`config.mk`:
```
export PLATFORM = sky130hd
export DESIGN_NAME = ifid_queue
export DESIGN_NICKNAME = d
export VERILOG_FILES = /design/src/rtl/ifid_queue.sv
export SDC_FILE = /design/constraint.sdc
export NUM_CORES = 1
export LEC_CHECK = 0
export ABC_AREA = 1
export BUFFER_PORTS_ARGS = -buffer_cell sky130_fd_sc_hd__buf_4
export CAP_MARGIN = 10
export CELL_PAD_IN_SITES_DETAIL_PLACEMENT = 1
export CELL_PAD_IN_SITES_GLOBAL_PLACEMENT = 2
export CORE_ASPECT_RATIO = 0.6
export CORE_MARGIN = 2
export CORE_UTILIZATION = 34
export CTS_CLUSTER_DIAMETER = 50
export DETAILED_ROUTE_END_ITERATION = 6
export GPL_TIMING_DRIVEN = 0
export HOLD_SLACK_MARGIN = 0.15
export PLACE_DENSITY_LB_ADDON = 0.1
export RECOVER_POWER = 50
export SYNTH_ARGS = -nofsm -noshare
export SYNTH_HDL_FRONTEND = slang
export SYNTH_SLANG_ARGS = --single-unit
```
`constraint.sdc`:
```
create_clock -name i_clk -period 4.1 [get_ports i_clk]
set_input_delay 1.23 -clock i_clk [delete_from_list [all_inputs] [get_ports i_clk]]
set_output_delay 1.23 -clock i_clk [all_outputs]
set_load 0.05 [all_outputs]
```
`src/rtl/ifid_queue.sv`:
```
// ifid_queue: in-order instruction queue between fetch and decode.
//
// Holds up to DEPTH {pc, instr} pairs. Fetch pushes through a valid/ready
// handshake, decode pops the oldest entry through a second valid/ready
// handshake. A flush empties the queue in one cycle for a control-flow
// redirect.
//
// Ports:
//   i_clk, i_rst     clock and synchronous active-high reset
//   i_flush          redirect; discards every queued entry
//   i_pre_valid      fetch offers {i_pc, i_instr}
//   o_pre_ready      queue can take an entry (registered state only)
//   o_post_valid     head entry valid for decode
//   i_post_ready     decode accepts the head entry
//   o_pc, o_instr    head entry (stale slot contents when o_post_valid=0)
//   o_count          current occupancy, 0..DEPTH
module ifid_queue #(
   parameter int CPU_WIDTH = 32,
   parameter int INS_WIDTH = 32,
   parameter int DEPTH     = 4
) (
   input  logic                       i_clk,
   input  logic                       i_rst,
   input  logic                       i_flush,
   input  logic                       i_pre_valid,
   output logic                       o_pre_ready,
   input  logic [CPU_WIDTH-1:0]       i_pc,
   input  logic [INS_WIDTH-1:0]       i_instr,
   output logic                       o_post_valid,
   input  logic                       i_post_ready,
   output logic [CPU_WIDTH-1:0]       o_pc,
   output logic [INS_WIDTH-1:0]       o_instr,
   output logic [$clog2(DEPTH):0]     o_count
);

   localparam int AW = $clog2(DEPTH);
   localparam int CW = AW + 1;

   logic [CPU_WIDTH-1:0] pc_mem_q    [DEPTH];
   logic [CPU_WIDTH-1:0] pc_mem_d    [DEPTH];
   logic [INS_WIDTH-1:0] instr_mem_q [DEPTH];
   logic [INS_WIDTH-1:0] instr_mem_d [DEPTH];
   logic [AW-1:0]        wr_ptr_q, wr_ptr_d;
   logic [AW-1:0]        rd_ptr_q, rd_ptr_d;
   logic [CW-1:0]        count_q,  count_d;

   logic push;
   logic pop;

   // Readiness looks only at registered occupancy, so a full queue stays
   // not-ready even if decode pops in the same cycle.
   assign o_pre_ready  = (count_q != CW'(DEPTH)) && !i_rst;
   assign o_post_valid = (count_q != '0) && !i_rst;

   assign push = i_pre_valid  && o_pre_ready  && !i_flush;
   assign pop  = o_post_valid && i_post_ready && !i_flush;

   assign o_pc    = pc_mem_q[rd_ptr_q];
   assign o_instr = instr_mem_q[rd_ptr_q];
   assign o_count = count_q;

   always_comb begin
      pc_mem_d    = pc_mem_q;
      instr_mem_d = instr_mem_q;
      wr_ptr_d    = wr_ptr_q;
      rd_ptr_d    = rd_ptr_q;
      count_d     = count_q;
      if (i_flush) begin
         // Storage is left alone; only the bookkeeping is cleared.
         wr_ptr_d = '0;
         rd_ptr_d = '0;
         count_d  = '0;
      end else begin
         if (push) begin
            pc_mem_d[wr_ptr_q]    = i_pc;
            instr_mem_d[wr_ptr_q] = i_instr;
            wr_ptr_d              = wr_ptr_q + AW'(1);
         end
         if (pop) begin
            rd_ptr_d = rd_ptr_q + AW'(1);
         end
         case ({push, pop})
            2'b10:   count_d = count_q + CW'(1);
            2'b01:   count_d = count_q - CW'(1);
            default: count_d = count_q;
         endcase
      end
   end

   always_ff @(posedge i_clk) begin
      if (i_rst) begin
         wr_ptr_q <= '0;
         rd_ptr_q <= '0;
         count_q  <= '0;
         for (int i = 0; i < DEPTH; i++) begin
            pc_mem_q[i]    <= '0;
            instr_mem_q[i] <= '0;
         end
      end else begin
         wr_ptr_q    <= wr_ptr_d;
         rd_ptr_q    <= rd_ptr_d;
         count_q     <= count_d;
         pc_mem_q    <= pc_mem_d;
         instr_mem_q <= instr_mem_d;
      end
   end

endmodule

```
==> flow_summary.ini, run 1 <==
[synthesis]
yosysTopAreaCellShare = 0.362
yosys.area.top_type = sky130_fd_sc_hd__dfxtp_1
ys_top_cells_by_area = sky130_fd_sc_hd__dfxtp_1 36%, sky130_fd_sc_hd__inv_1 15%, sky130_fd_sc_hd__nand2_1 15%, sky130_fd_sc_hd__nand4_1 11%, sky130_fd_sc_hd__a21oi_1 6.8%
postSynthRegisterBits = 263
synth.avg_cell_area_um2 = 6.01
synthesis.yosys.warnings = 0
synth_fp_nets = 2498
ys_seq_area_frac = 0.362
synth_cell_type_count = 20
synth_area_um2 = 14600
synth_cells = 2423

[placed_design]
dp.final_hpwl_mm = 46.1
dpl_worst_slack_ns = 0.305
gp_routability_congestion = 0.852
placement.io_buffers = 137

[die]
chipHeight_um = 164
initial_core_util = 0.346
fp.dieArea_um2 = 44600
number_of_standard_cell_rows_in_the_floorplan = 58
floorplan.core_area_um2 = 42100
ioPinCount = 138
die_w_um = 271

[worst_setup_path]
setup.worst_path.start = rd_ptr_q[0]
r2r_start = o_count[0]
timing.setup.critical_path_class = reg -> out
reg2regPathDepth = 12
worst_setup_path_endpoint = o_instr[31]
arrival_worst_endpoint_ns = 2.85
worst-r2r-setup-slack_ns = 1.65
reg2reg_to = o_count[2]
timing.critical_path.to_type = output port
critical_path.max_fanout = 10
critical_path.startpoint_type = flop
timing.critical_path.required_ns = 2.87

[drt]
drc = 0
wire_per_inst_um = 19.3
detail_route.first_pass.iterations = 5
vias = 15935
ant_nets = 0
detail_route.vias_per_cell = 4.99
drt_wl_total_mm = 61.8
drt_initial_violations = 1081

[cts]
cts_root_buf = sky130_fd_sc_hd__clkbuf_16
number_of_clock_sinks = 263
max-clock-path-buffers = 3
numCtsBuffers = 36
clk_latency_ns = 0.54
post-cts-setup-buffers = 0
cts_htree_levels = 2
clock_tree_from_tritoncts = yes
cts.clk_slew.worst_paths_ns = 0.06

[sta]
fin_skew_ns = 0.0215
period_share = 0.995
setup_repair_after_global_routing_missed_its_margin = false
tns_ns = 0
pin_slew_with_the_least_headroom_to_its_limit_ns = 0.982
timing.final.setup_violations = 0
min_period_ns = 4.08
setup_ws_ns = 0.0215
slew_headroom = 0.345
hold_viol_final = 0
timing_max_transition_violations_final = 0
max_freq_mhz = 245

[run_status]
run_status = finished clean

[layout]
final_util = 0.415
layout_cell_share_with_drive_strength_beyond_1 = 0.0980
area_grow_syn2layout_pct = 20.1
nNetsFinal = 2673

[power]
power.density_nw_per_um2 = 381
vdd.ir_drop.worst_uv = 266
power.leakage_nw = 8.50
report.power.total_mw = 6.66

[hold_path]
worst_min_delay_path_class = reg -> reg

[grt]
grt_overflow = 0
largest_net_degree_at_the_start_of_global_routing = 12
grt_pass1_wl_mm = 95.0
number_of_global_route_vias_before_repair = 16167
track_usage = 0.277
antenna_found_initial = 0

[job]
cap_violations = 0
-- registers in the layout, summed over array words and instances, names as in the netlist --
register,flops
rd_ptr_q,2
pc_mem_q,128
o_count,3
wr_ptr_q,2
instr_mem_q,128
-- kinds of logic after synthesis --
group,after synthesis,synth area share
adder cells (fa/ha/maj),6,0.00567
AND/OR/NAND/NOR,1116,0.334
buffers and inverters,771,0.207
AO/OA/AOI/OAI,267,0.0919
flip-flops,263,0.362
-- stage by stage --
stage | cell area (um2) | cells | hold slack, ns
6_report | 17500 | 3194 | 0.504
5_1_grt | 17500 | 3193 | 0.529
4_1_cts | 17600 | 3193 | 0.497
3_5_place_dp | 16300 | 3130 | 0.489
3_3_place_gp | 16300 | 3130 | 0.475
2_1_floorplan | 14600 | 2423 | 0.454
-- worst max-delay path: stages (launching register included) --
cell and delay (ns):
sky130_fd_sc_hd__dfxtp_1 0.32, sky130_fd_sc_hd__inv_1 0.23, sky130_fd_sc_hd__buf_2 0.35, sky130_fd_sc_hd__clkbuf_1 0.63, sky130_fd_sc_hd__a21oi_1 0.17, sky130_fd_sc_hd__a21oi_1 0.35
sky130_fd_sc_hd__buf_4 0.27
-- power breakdown --
part / leakage, nW / switching [mW] / total [mW] / internal (mW)
clock network: 0.595 / 1.30 / 3.39 / 2.09
logic: 5.78 / 0.464 / 0.657 / 0.193
registers: 2.13 / 0.0186 / 2.61 / 2.59
total: 8.50 / 1.78 / 6.66 / 4.87
-- cells in the mapped netlist (all sizes together) --
cell type and instances:
inv 591, nand2 589, dfxtp 263, nor2 260, nand4 256, a21oi 199, buf 122, o21ai 66
clkbuf 58, nand3 10, ha 5, a31oi 2, fa 1, or2 1
-- worst min path at each step --
stage                      startpoint          end  cells past startpoint
after CTS                 rd_ptr_q[1]  rd_ptr_q[1]                      2
after global placement    rd_ptr_q[1]  rd_ptr_q[1]                      2
after detailed placement  rd_ptr_q[1]  rd_ptr_q[1]                      2
after global routing      rd_ptr_q[1]  rd_ptr_q[1]                      2
final                     rd_ptr_q[1]  rd_ptr_q[1]                      2
after floorplan           rd_ptr_q[1]  rd_ptr_q[1]                      2
-- routing by layer --
metal  GRT usage  part of all wire  up-vias
met1       0.408              0.50     7746
met3      0.0481             0.060       68
met2       0.417              0.42      392
met4      0.0702             0.020        0
li1            -                 -     7729
met5           0                 0        -
-- placed cells by master (no fill, tap or decap) --
master	instances
sky130_fd_sc_hd__or2_2	1
sky130_fd_sc_hd__ha_1	5
sky130_fd_sc_hd__diode_2	1
sky130_fd_sc_hd__clkbuf_1	85
sky130_fd_sc_hd__clkbuf_8	3
sky130_fd_sc_hd__inv_1	591
sky130_fd_sc_hd__nand4_1	256
sky130_fd_sc_hd__nand3_1	10
sky130_fd_sc_hd__a31oi_1	2
sky130_fd_sc_hd__clkinv_2	5
sky130_fd_sc_hd__dfxtp_1	263
sky130_fd_sc_hd__a21oi_1	199
sky130_fd_sc_hd__o21ai_0	66
sky130_fd_sc_hd__clkbuf_2	7
sky130_fd_sc_hd__nand2_1	589
sky130_fd_sc_hd__buf_1	39
sky130_fd_sc_hd__fa_1	1
sky130_fd_sc_hd__nor2_1	260
sky130_fd_sc_hd__buf_4	137
sky130_fd_sc_hd__clkinvlp_4	4
sky130_fd_sc_hd__buf_2	56
sky130_fd_sc_hd__clkbuf_16	37
sky130_fd_sc_hd__bufinv_16	6
sky130_fd_sc_hd__clkinv_4	1
-- area by class of cell --
| class | instances | area, um2 |
|---|---|---|
| Inverter | 591 | 2220 |
| Fill cell | 5681 | 24600 |
| Sequential cell | 263 | 5270 |
| Timing Repair Buffer | 137 | 1010 |
| Buffer | 180 | 769 |
| Antenna cell | 1 | 2.50 |
| Clock buffer | 47 | 993 |
| Clock inverter | 16 | 244 |
| Tap cell | 570 | 713 |
| Multi-Input combinational cell | 1389 | 6270 |
-- what timing repair did --
item | 4_1_cts | 5_1_grt
setup endpoints to repair | 21 | 8
hold buffers | 0 | 0
resized for setup | 6 | 7
No activity file was read; power rests on OpenSTA's default activity.
==> inputs of run 2 (changes only) <==
- ABC_AREA: 1 -> 0
- CORE_UTILIZATION: 34 -> 39
==> run 2 against run 1 <==
  * Worst hold slack worse by 0.028 ns
  * First-iteration DRC count is 16% higher
  * Clock skew is 0.0095 ns lower
  * Via count is 27% lower
  * Sequential share of layout area is 6.3 points higher
  * Utilization is 6.6 points higher
  * Fmax is 4.7% higher
  * Power is 14% lower
==> flow_summary.ini, run 2 <==
[run_status]
run_status = finished clean

[layout]
final_cell_count_without_fillers = 1899
layout_cell_share_with_drive_strength_beyond_1 = 0.231
most-common-layout-cells = 263 x sky130_fd_sc_hd__dfxtp_1, 258 x sky130_fd_sc_hd__a21oi_1, 257 x sky130_fd_sc_hd__nand3_1
num-fill-cells = 3490
nNetsFinal = 1545
area_grow_syn2layout_pct = 20.9
layout_commonest_cell = sky130_fd_sc_hd__dfxtp_1
finalInstanceArea_um2 = 14500
final_util = 0.481
antenna-diode-count = 0

[cts]
max-clock-path-buffers = 3
cts.clk_slew.worst_paths_ns = 0.06
numCtsBuffers = 29
post-cts-setup-buffers = 0
clk_latency_ns = 0.56
number_of_clock_sinks = 263
clock_tree_from_tritoncts = yes
cts_htree_levels = 1
ctsResizeCount = 0
hold_fix_buffer_count_after_cts = 0
cts_root_buf = sky130_fd_sc_hd__clkbuf_16

[synthesis]
synth.avg_cell_area_um2 = 9.18
synthesis.yosys.warnings = 0
synth-edff-count = 0
ys_top_cells_by_area = sky130_fd_sc_hd__dfxtp_1 44%, sky130_fd_sc_hd__mux4_2 12%, sky130_fd_sc_hd__a21oi_1 11%, sky130_fd_sc_hd__nand3_1 11%, sky130_fd_sc_hd__o21ai_0 11%
postSynth.topFlopCell = sky130_fd_sc_hd__dfxtp_1
synth_cell_type_count = 29
synth_area_um2 = 12000
yosysTopAreaCellShare = 0.441
synth_fp_nets = 1377
yosys.area.top_type = sky130_fd_sc_hd__dfxtp_1
ys_seq_area_frac = 0.441
postSynth.asyncResetShare = 0
synth_cells = 1302
synth.top_cells.by_count = 263 x sky130_fd_sc_hd__dfxtp_1, 258 x sky130_fd_sc_hd__a21oi_1, 257 x sky130_fd_sc_hd__nand3_1
postSynthRegisterBits = 263
synthMostInstantiatedCell = sky130_fd_sc_hd__dfxtp_1

[placed_design]
placement.io_buffers = 137
placed_cells_incl_taps = 1847
dp.final_hpwl_mm = 33.7
dpl_cell_area_um2 = 13500
gp_routability_congestion = 0.829
dpl_worst_slack_ns = 0.483

[sta]
slew_headroom = 0.351
fin_hold_ws_ns = 0.476
fin_skew_ns = 0.0120
timing_max_transition_violations_final = 0
setup_repair_after_global_routing_missed_its_margin = false
pin_slew_with_the_least_headroom_to_its_limit_ns = 0.974
max_freq_mhz = 257
setup_ws_ns = 0.205
tns_ns = 0
hold_viol_final = 0
period_share = 0.950
timing.final.setup_violations = 0
min_period_ns = 3.89

[drt]
vias = 11607
detail_route.vias_per_cell = 6.11
wire_per_inst_um = 25.1
ant_nets = 0
detail_route.first_pass.iterations = 5
drt_wl_total_mm = 47.7
drc = 0
drt_initial_violations = 1251

[worst_setup_path]
worstPathCellList = buf_4, buf_2, buf_2, mux4_2, buf_4
timing.critical_path.required_ns = 2.87
timing.critical_path.to_type = output port
critical-path-top-delay-family = buffers and inverters
worst-r2r-setup-slack_ns = 1.20
reg2reg_to = o_count[2]
critical_path.max_fanout = 10
reg2regPathDepth = 10
critPathSlowestCell = sky130_fd_sc_hd__mux4_2
cp.buffers_inverters = 4
arrival_worst_endpoint_ns = 2.66
worst_setup_path_endpoint = o_pc[29]
setup.worst_path.start = rd_ptr_q[0]
critical_path.startpoint_type = flop
worst_path_largest_cell_delay_ns = 0.43
cp.depth = 5
r2r_start = o_count[2]
timing.setup.critical_path_class = reg -> out

[grt]
grt_overflow = 0
grt_pass1_wl_mm = 72.2
antenna_found_initial = 0
number_of_global_route_vias_before_repair = 11745
track_usage = 0.293
largest_net_degree_at_the_start_of_global_routing = 14

[die]
floorplan.core_area_um2 = 30000
number_of_standard_cell_rows_in_the_floorplan = 49
chipHeight_um = 140
ioPinCount = 138
initial_core_util = 0.398
die_w_um = 230
fp.dieArea_um2 = 32100

[job]
cap_violations = 0

[power]
vdd.ir_drop.worst_uv = 252
power.leakage_nw = 4.88
report.power.total_mw = 5.74
power.density_nw_per_um2 = 397

[hold_path]
worst_min_delay_path_class = reg -> reg
run 2: cell types whose count changed in the layout (fill, tap and decap cells not counted), moves of 59 or more:
cell                      before  now
sky130_fd_sc_hd__nand2_1     589    0
sky130_fd_sc_hd__inv_1       591    7
sky130_fd_sc_hd__nand4_1     256    0
sky130_fd_sc_hd__nor2_1      260    9
sky130_fd_sc_hd__nand3_1      10  257
sky130_fd_sc_hd__o21ai_0      66  252
sky130_fd_sc_hd__mux4_2        0   64
sky130_fd_sc_hd__a21oi_1     199  258
run 2: power breakdown:
part | switching, mW | total, mW | internal, mW
clock | 1.15 | 2.75 | 1.60
combinational | 0.263 | 0.393 | 0.130
sequential | 0.0151 | 2.60 | 2.58
total | 1.43 | 5.74 | 4.31
run 2: layer usage:
metal / global-route usage / up-vias / share of wire
li1: - / 5140 / -
met1: 0.452 / 5969 / 0.49
met2: 0.419 / 441 / 0.42
met3: 0.0590 / 57 / 0.075
met4: 0.0611 / 0 / 0.018
met5: 0 / - / 0
run 2: area by class of cell:
cell class	count	area [um2]	share of cell area
multi-input combinational	874	5640	0.390
sequential	263	5270	0.364
timing repair buffer	137	1020	0.0709
buffer	158	1010	0.0699
clock buffer	39	823	0.0570
tap	408	510	0.0353
clock inverter	13	156	0.0108
inverter	7	26.3	0.00182
run 2: worst min-delay path by stage:
stage               slack [ns]         endpoint            start  cells after the start
floorplan                 0.45  instr_mem_q[32]  instr_mem_q[32]                      2
global placement          0.46  instr_mem_q[74]  instr_mem_q[74]                      2
detailed placement        0.47     pc_mem_q[37]     pc_mem_q[37]                      2
CTS                       0.48     pc_mem_q[62]     pc_mem_q[62]                      2
global route              0.50     pc_mem_q[69]     pc_mem_q[69]                      2
finish                    0.48     pc_mem_q[37]     pc_mem_q[37]                      2
run 2: worst min-delay path, cell delays in order, from the launching register on:
cell and delay (ns):
sky130_fd_sc_hd__dfxtp_1 0.30, sky130_fd_sc_hd__o21ai_0 0.06, sky130_fd_sc_hd__a21oi_1 0.06
run 2: logic make-up (layout without fill, tap and decap cells):
kind of cell,Yosys count,count (layout),share of synthesized area
multiplexers,64,64,0.121
AND/OR/NAND/NOR,279,279,0.122
XOR/XNOR,4,4,0.00293
adder cells (fa/ha/maj),6,6,0.00691
AO/OA/AOI/OAI,521,521,0.219
buffers and inverters,165,354,0.0877
flip-flops,263,263,0.441
